### config.mk
export PLATFORM = sky130hd
export DESIGN_NAME = sc_add_seq_ctrl
export DESIGN_NICKNAME = d
export VERILOG_FILES = /design/src/rtl/sc_add_seq_ctrl.sv
export SDC_FILE = /design/constraint.sdc
export NUM_CORES = 1
export LEC_CHECK = 0
export CAP_MARGIN = 20
export CORE_ASPECT_RATIO = 0.8
export CORE_UTILIZATION = 32
export CTS_CLUSTER_SIZE = 16
export DETAILED_ROUTE_END_ITERATION = 6
export PLACE_DENSITY = 0.57
export SETUP_SLACK_MARGIN = 0.5
export SLEW_MARGIN = 10
export SYNTH_ARGS = -nofsm -noshare
export SYNTH_HDL_FRONTEND = slang
export SYNTH_SLANG_ARGS = --single-unit
### constraint.sdc
create_clock -name clk -period 1.4 [get_ports clk]
set_input_delay 0.14 -clock clk [delete_from_list [all_inputs] [get_ports clk]]
set_output_delay 0.14 -clock clk [all_outputs]
set_load 0.01 [all_outputs]
### src/rtl/sc_add_seq_ctrl.sv
// Digit-serial WIDTH-bit adder controller driving one external 2-bit ripple slice, LS digit first.
// Optional subtract mode is enabled by defining SC_ADD_SUB_EN (adds the `sub` input).
module sc_add_seq_ctrl #(
  parameter int WIDTH = 8
) (
  input  logic             clk,
  input  logic             rst,
  input  logic             start,
  input  logic [WIDTH-1:0] op_a,
  input  logic [WIDTH-1:0] op_b,
  input  logic             cin,
`ifdef SC_ADD_SUB_EN
  input  logic             sub,
`endif
  output logic             busy,
  output logic             done,
  output logic [WIDTH-1:0] sum,
  output logic             cout,
  output logic             slice_a1,
  output logic             slice_a0,
  output logic             slice_b1,
  output logic             slice_b0,
  output logic             slice_ci,
  input  logic             slice_co,
  input  logic             slice_s1,
  input  logic             slice_s0
);

  localparam int N  = WIDTH / 2;
  localparam int CW = (N > 1) ? $clog2(N) : 1;
  localparam logic [CW-1:0] LAST = CW'(N - 1);

  if ((WIDTH % 2) != 0 || WIDTH < 2) begin : g_bad_width
    $error("sc_add_seq_ctrl: WIDTH must be even and >= 2");
  end

  typedef enum logic {IDLE, RUN} state_e;

  state_e           state_q, state_d;
  logic [WIDTH-1:0] a_q, a_d;
  logic [WIDTH-1:0] b_q, b_d;
  logic [WIDTH-1:0] res_q, res_d;
  logic [WIDTH-1:0] sum_q, sum_d;
  logic [CW-1:0]    cnt_q, cnt_d;
  logic             carry_q, carry_d;
  logic             cout_q, cout_d;
  logic             done_q, done_d;
  logic [WIDTH-1:0] b_load;
  logic             c_load;
  logic             run;

  // Subtraction is A + ~B + 1, so only the B operand and carry-in differ at load time.
  always_comb begin
    b_load = op_b;
    c_load = cin;
`ifdef SC_ADD_SUB_EN
    if (sub) begin
      b_load = ~op_b;
      c_load = 1'b1;
    end
`endif
  end

  always_comb begin
    state_d = state_q;
    a_d     = a_q;
    b_d     = b_q;
    res_d   = res_q;
    sum_d   = sum_q;
    cnt_d   = cnt_q;
    carry_d = carry_q;
    cout_d  = cout_q;
    done_d  = 1'b0;
    case (state_q)
      IDLE: begin
        if (start) begin
          a_d     = op_a;
          b_d     = b_load;
          carry_d = c_load;
          cnt_d   = '0;
          state_d = RUN;
        end
      end
      RUN: begin
        res_d   = (res_q >> 2) | (WIDTH'({slice_s1, slice_s0}) << (WIDTH - 2));
        a_d     = a_q >> 2;
        b_d     = b_q >> 2;
        carry_d = slice_co;
        cnt_d   = cnt_q + 1'b1;
        if (cnt_q == LAST) begin
          sum_d   = res_d;
          cout_d  = slice_co;
          done_d  = 1'b1;
          state_d = IDLE;
        end
      end
      default: state_d = IDLE;
    endcase
  end

  always_ff @(posedge clk) begin
    if (rst) begin
      state_q <= IDLE;
      a_q     <= '0;
      b_q     <= '0;
      res_q   <= '0;
      sum_q   <= '0;
      cnt_q   <= '0;
      carry_q <= 1'b0;
      cout_q  <= 1'b0;
      done_q  <= 1'b0;
    end else begin
      state_q <= state_d;
      a_q     <= a_d;
      b_q     <= b_d;
      res_q   <= res_d;
      sum_q   <= sum_d;
      cnt_q   <= cnt_d;
      carry_q <= carry_d;
      cout_q  <= cout_d;
      done_q  <= done_d;
    end
  end

  // Slice inputs are gated so they read zero whenever the controller is idle.
  assign run      = (state_q == RUN);
  assign busy     = run;
  assign done     = done_q;
  assign sum      = sum_q;
  assign cout     = cout_q;
  assign slice_a1 = run & a_q[1];
  assign slice_a0 = run & a_q[0];
  assign slice_b1 = run & b_q[1];
  assign slice_b0 = run & b_q[0];
  assign slice_ci = run & carry_q;

endmodule

Word-level counts from Yosys, hierarchy flattened. Index checks and enable logic that the tools add are counted.

Reduce and logical (&&, ||, !) cells: 2. Muxes and demuxes: 12. Add/subtract/negate cells: 1. Bitwise operators: 7. Equality and inequality tests: 2.

Operators with widths (number): case mux 8 bit (2 select lines) (2); two-way mux 8 bit (2); bitwise OR 6 x 8 -> 8 bit (1); AND 1 bit (5); two-way mux 1 bit (4); case mux 1 bit (2 select lines) (2); case mux 2 bit (2 select lines) (1); adder 2 x 1 -> 2 bit, second input constant (1); equality test 2 bit, second input constant (1); two-way mux 2 bit (1); != test 2 bit, second input constant (1); AND reduction 2 bit (1); OR reduction 2 bit (1); inverter 1 bit (1).

Input bits: 23. Output and inout bits: 16. Bits in registers: 38.

Longest topological paths before layout. Gate-level depths: netlist of the first run.

Depth after elaboration: 3. Gate-level depth with buffers: 5. Depth with buffers taken out: 3.

Worst setup path after synthesis of the first run. OpenSTA, ideal clock, no wires.

Kind: reg2reg. Start: reg cnt_q[0]. End: reg state_q (netlist: busy). Setup slack: 306 ps. Library setup time: 86 ps. Arrival time: 1008 ps. Period minus slack after synthesis: 1094 ps. Path buffers: 2. Stages on the path, launching flop included: 5. Cells stage by stage: dfxtp_1 ha_1 buf_2 buf_2 a211oi_1.

Word-level cells in the longest chain between the ends: 3.

Ends and longest elaborated chain: from (decl) (RTL line 44) `logic [CW-1:0] cnt_q, cnt_d;`; from (signal assigned) (RTL line 118) `cnt_q <= cnt_d;`; equality test 2 bit (RTL line 90) `if (cnt_q == LAST) begin`; two-way mux 1 bit (RTL line 90); case mux 1 bit (2 select lines) (RTL line 74) `case (state_q)`; to (signal assigned) (RTL line 113) `state_q <= state_d;`; to (decl) (RTL line 39) `state_e state_q, state_d;`.

No other way between the ends. A chain may end at the register's enable or synchronous reset.

Worst setup path in the final report of the first run.
Start: reg state_q (netlist: busy). End: reg cnt_q[0].

Word-level cells in the longest chain between the ends: 2. Elaborated cells on any way between the ends: 3.

Ends and longest elaborated chain: inverter 1 bit; case mux 2 bit (2 select lines) / != test 2 bit (equally long branches).

Parallel ways exist; a longest one is shown, timed or not.

==> reports/metrics.cfg, run 1 <==
[pwr]
powerDensity_mw_per_mm2=1008
peakVddDrop_uv=652.4
pwr-share-clk_pct=39.3
leakagePower_nw=1.015
p_int_mw=1.950
p_comb_share_pct=16.5
total_power_mw=2.506
pwr-share-seq_pct=44.2
p_sw_share_pct=22.19
switchingPower_uw=556.0

[routing]
wl_per_cell_um=13.40
post-route-drc-count=0
firstDrtPassIters=2
drt-initial-drc-count=65
via_per_inst=4.757
postRouteAntennaNets=0
wirelength_um=3592
vias=1275

[hold_path]
min_path_type=in2reg

[cells_and_area]
fillerInstances=407
diodes=0
fin_nets=232
stdcell_count=268
multi_input_area_um2=870.8
design_area_mm2=0.002487
area_delta_synth_final_pct=58.53
drive_above_1_share_pct=45.19
fin_util_pct=53.47
regArea_um2=738.2

[place]
gp_congestion=0.7081
place_inst=245
dp_hpwl_um=2202
pre_cts_slack_ns=0.03119
port_buffers=38
place_area_mm2=0.002088

[sta]
hold_viol_final=0
rsz0062_at_grt=yes
drv_slew=0
slew_headroom_pct=82.79
tightest_slew_ns=0.2581
timing.fmax_mhz=851.9
period_minus_slack_ns=1.174
fin_hold_ws_ns=0.4443
finalSetupTns_ns=0
min_period_over_period_pct=83.84
setup_violations=0
setup_ws_ns=0.2262
clock_skew_ns=0.006559

[critical_path]
critPathSlowestCell=dfxtp_4
end_kind=register
critPathLaunchType=register
cp.arrival_ns=1.38
path_common_cell=buf_6
crit_chain=buf_6 > buf_6 > or3b_4 > a21oi_2
crit_fanout=4
crit_type=reg2reg
cp.required_ns=1.61
max_stage_delay_ns=0.36

[logic_synthesis]
netlist_area_mm2=0.001569
syn-num-nets=179
avgSynthCellArea_um2=10.19
ys_types=22
synth_cells=154
synth-seq-cells=36
synth-seq-area-share_pct=45.93
yosysWarnings=0

[status]
status=complete, no violations

[global_routing]
antenna_found_initial=0
grt_pass1_wl_um=5789
grt_max_degree=37
grt.total_usage_pct=14.71
grt_pass1_vias=1211
grt-ovfl-total=0

[run]
drv_cap=0

[clock_network]
path_clk_slew_ns=0.07
cts.htree.levels=2
cts_tree=built
clock_path_buffers=2
cts_buffers=5
clk_latency_ns=0.28
cts_sinks=36
ctsRootBufferMaster=clkbuf_8

[die]
die-area_mm2=0.005189
io_pins=39
start_util_pct=33.73
die_w_um=80.29
rows=22
chipHeight_um=64.63
core_area_mm2=0.004652

[sequential cells by signal (all words and copies together), names as in the netlist]
register	flops
busy	1
carry_q	1
sum	8
cnt_q	2
b_q	8
res_q	6
cout	1
done	1
a_q	8
[logic make-up (layout without fill, tap and decap cells)]
kind of cell / after synthesis / count (layout) / share of synthesized area, %
AO/OA/AOI/OAI: 34 / 34 / 16.27
buffers and inverters: 16 / 70 / 6.299
flip-flops: 36 / 36 / 45.93
multiplexers: 23 / 23 / 14.67
adder cells (fa/ha/maj): 2 / 2 / 1.595
AND/OR/NAND/NOR: 43 / 43 / 15.23
[what timing repair did]
action,4_1_cts,5_1_grt
hold buffers,0,0
pin swaps,9,9
setup endpoints to repair,52,51
gates cloned,0,1
setup buffers,11,3
resized for setup,91,33
[layout make-up]
| type | instances | share of cell area, % |
|---|---|---|
| Multi-Input combinational cell | 102 | 35.01 |
| Inverter | 1 | 0.4527 |
| Clock inverter | 1 | 1.207 |
| Sequential cell | 36 | 29.68 |
| Tap cell | 60 | 3.018 |
| Timing Repair Buffer | 61 | 26.76 |
| Clock buffer | 7 | 3.873 |
[per-layer routing]
metal  global-route usage, %  vias to the layer above  part of all wire [%]
met2                   22.44                       19                    47
li1                        -                      645                     -
met1                   19.90                      606                    49
met3                   2.958                        5                   3.1
met4                   6.696                        0                   1.4
met5                       0                        -                     0
[path summary, 6_finish.rpt]
path	startpoint	end	slack, ns	depth (start not counted)
setup / recovery	busy	cnt_q[0]	0.23	4
hold reg to reg	res_q[3]	sum[1]	0.47	2
setup reg to reg	busy	cnt_q[0]	0.23	4
hold / removal	start	cnt_q[1]	0.44	3
[layout by cell type (no fill, tap or decap), types with 3 or more instances in the layout]
master            n
nor3_1            4
buf_8             3
nor2b_1          10
nand3_2           8
buf_6            19
buf_4             9
buf_2             3
a21oi_1          10
nor2b_4           3
nor2_1            6
a211oi_1          9
mux2i_1          23
a211oi_2          5
a21bo_2           9
and2_4            5
dfxtp_2          11
clkbuf_8          7
clkdlybuf4s50_1  21
dfxtp_1          24
buf_12            4
[power by group through the flow]
stage / logic, mW / registers (mW) / clock network [mW]
5_1_grt: 0.444 / 1.11 / 1.08
4_1_cts: 0.368 / 1.11 / 1.01
3_3_place_gp: 0.292 / 1.13 / 0
3_5_place_dp: 0.297 / 1.14 / 0
2_1_floorplan: 0.194 / 1.12 / 0
6_report: 0.414 / 1.11 / 0.984
[worst max-delay path, delay by kind of cell, from the launching register on]
family          cells  cell delay [ns]
flops               1             0.36
simple gates        1             0.36
buf+inv             2             0.24
compound gates      1             0.14
[cell usage after synthesis]
| cell type | count | area share (%) |
|---|---|---|
| a211oi_1 | 13 | 6.2 |
| nand2_1 | 1 | 0.24 |
| nand2b_1 | 1 | 0.40 |
| buf_2 | 7 | 2.2 |
| a21bo_2 | 9 | 5.7 |
| nor3b_1 | 1 | 0.48 |
| buf_1 | 2 | 0.48 |
| and2_1 | 5 | 2.0 |
| mux2i_1 | 23 | 15 |
| nor2b_1 | 13 | 5.2 |
| dfxtp_1 | 36 | 46 |
| a21oi_1 | 11 | 3.5 |
| nor3_1 | 4 | 1.3 |
| a211oi_2 | 1 | 0.80 |
| inv_2 | 1 | 0.24 |
| nor2_1 | 7 | 1.7 |
| nand3_1 | 9 | 2.9 |
| ha_1 | 2 | 1.6 |
| buf_6 | 3 | 2.2 |
| buf_4 | 2 | 0.96 |
| clkbuf_1 | 1 | 0.24 |
| or3b_1 | 2 | 1.1 |
Power figures use the tool's default switching activity.
==> run 2: changes to the inputs <==
--- a/config.mk
+++ b/config.mk
@@ -10,7 +10,7 @@
 export CORE_UTILIZATION = 32
 export CTS_CLUSTER_SIZE = 16
 export DETAILED_ROUTE_END_ITERATION = 6
-export PLACE_DENSITY = 0.57
+export PLACE_DENSITY = 0.59
 export SETUP_SLACK_MARGIN = 0.5
 export SLEW_MARGIN = 10
 export SYNTH_ARGS = -nofsm -noshare
==> constraint.sdc (replaced) <==
create_clock -name clk -period 1.05 [get_ports clk]
set_input_delay 0.105 -clock clk [delete_from_list [all_inputs] [get_ports clk]]
set_output_delay 0.105 -clock clk [all_outputs]
set_load 0.01 [all_outputs]
==> reports/metrics.cfg, run 2 (same netlist as run 1, synthesis figures left out) <==
[critical_path]
cp.arrival_ns=1.42
critPathLaunchType=register
cp.required_ns=1.26
reg2reg_setup_slack_ns=-0.16
crit_fanout=5
end_kind=register
crit_type=reg2reg

[cells_and_area]
diodes=0
stdcell_count=270
layout_common_cells=24 x dfxtp_1, 23 x mux2i_1, 21 x clkdlybuf4s50_1, 19 x buf_6
design_area_mm2=0.002600
fin_nets=234
drive_above_1_share_pct=53.81
mostFrequentLayoutCell=dfxtp_1
area_delta_synth_final_pct=65.71

[pwr]
total_power_mw=3.104
leakagePower_nw=1.040
p_sw_share_pct=24.69
powerDensity_mw_per_mm2=1194
pwr-share-clk_pct=32.4
p_int_mw=2.337
peakVddDrop_uv=477.5
p_comb_share_pct=19.8
switchingPower_uw=766.2
pwr-share-seq_pct=47.8

[clock_network]
clk_latency_ns=0.28
cts_buffers=5
path_clk_slew_ns=0.07
ctsRootBufferMaster=clkbuf_8
cts_sinks=36
cts.htree.levels=2
hold_buffers=0
cts_tree=built
clock_path_buffers=2

[place]
port_buffers=38
place_inst=246
place_area_mm2=0.002088
dp_hpwl_um=2434
gp_congestion=0.7131

[sta]
period_minus_slack_ns=1.207
drv_slew=0
clock_skew_ns=0.002701
finalSetupTns_ns=-2.106
setup_ws_ns=-0.1574
tightest_slew_ns=0.2733
fin_hold_ws_ns=0.4307
slew_headroom_pct=81.78
hold_viol_final=0
timing.fmax_mhz=828.2
min_period_over_period_pct=115.0
rsz0062_at_grt=yes
setup_violations=28

[routing]
post-route-drc-count=0
via_per_inst=4.863
postRouteAntennaNets=0
drt-initial-drc-count=27
wl_per_cell_um=14.63
firstDrtPassIters=3
wirelength_um=3949
vias=1313

[run]
drv_cap=0

[die]
die-area_mm2=0.005189
io_pins=39
core_area_mm2=0.004652
start_util_pct=33.73
die_w_um=80.29
chipHeight_um=64.63
rows=22

[global_routing]
antenna_found_initial=0
grt_pass1_vias=1350
grt-ovfl-total=0
grt_pass1_wl_um=6230
grt.total_usage_pct=16.20
grt_max_degree=26

[hold_path]
min_path_type=in2reg

[status]
status=finished with violations
failed_checks=negative setup slack

==> run 2: changes by cell type in the layout (fill, tap and decap cells not counted), sizes merged <==
cell,change
clkbuf,+1
bufinv,-1
buf,+1
bufbuf,+1
==> run 2: per-stage QoR <==
step | setup slack, ns | util (%)
after floorplan | 0.07063 | -
after global placement | -0.2364 | 44.89
after detailed placement | -0.2711 | 44.89
after CTS | -0.1381 | 53.07
after global routing | -0.1804 | 55.89
final | -0.1574 | 55.89
==> run 2: final timing paths <==
path | cells past startpoint | end | from
worst max-delay path | 4 | cnt_q[0] | busy
worst min-delay path | 3 | sum[6] | slice_s0
worst max register to register | 4 | cnt_q[0] | busy
worst min register to register | 2 | sum[3] | res_q[5]
==> run 2: final cells by class <==
type	count	area, um2
Clock buffer	8	90.09
Fill cell	386	2052
Inverter	1	11.26
Multi-Input combinational cell	102	974.7
Sequential cell	36	738.2
Tap cell	60	75.07
Timing Repair Buffer	63	710.7
==> run 2: critical path, stage by stage, from the launching register on <==
cell and delay, ns:
dfxtp_4 0.37, buf_6 0.13, buf_6 0.11, or3b_4 0.38, a21oi_2 0.15
==> run 2: timing repair <==
action                                  in CTS  in global routing
gates resized for setup                    124                 18
cloned                                       2                  1
endpoints found under the setup margin      52                 52
setup buffers                                9                  4
pin swaps                                   18                  9
==> run 2: power groups by stage <==
stage	sequential, mW	clock [mW]	combinational, mW
after detailed placement	1.51	0	0.404
after CTS	1.48	1.03	0.552
after global placement	1.51	0	0.391
final	1.48	1.01	0.614
after global routing	1.49	1.10	0.657
after floorplan	1.49	0	0.264
==> run 2: routing by layer <==
layer,up-vias,part of all wire (%),global-route usage (%)
met5,-,0,0
met4,0,2.2,8.482
met3,7,2.8,3.521
met2,18,51,28.21
met1,637,44,18.51
li1,651,-,-
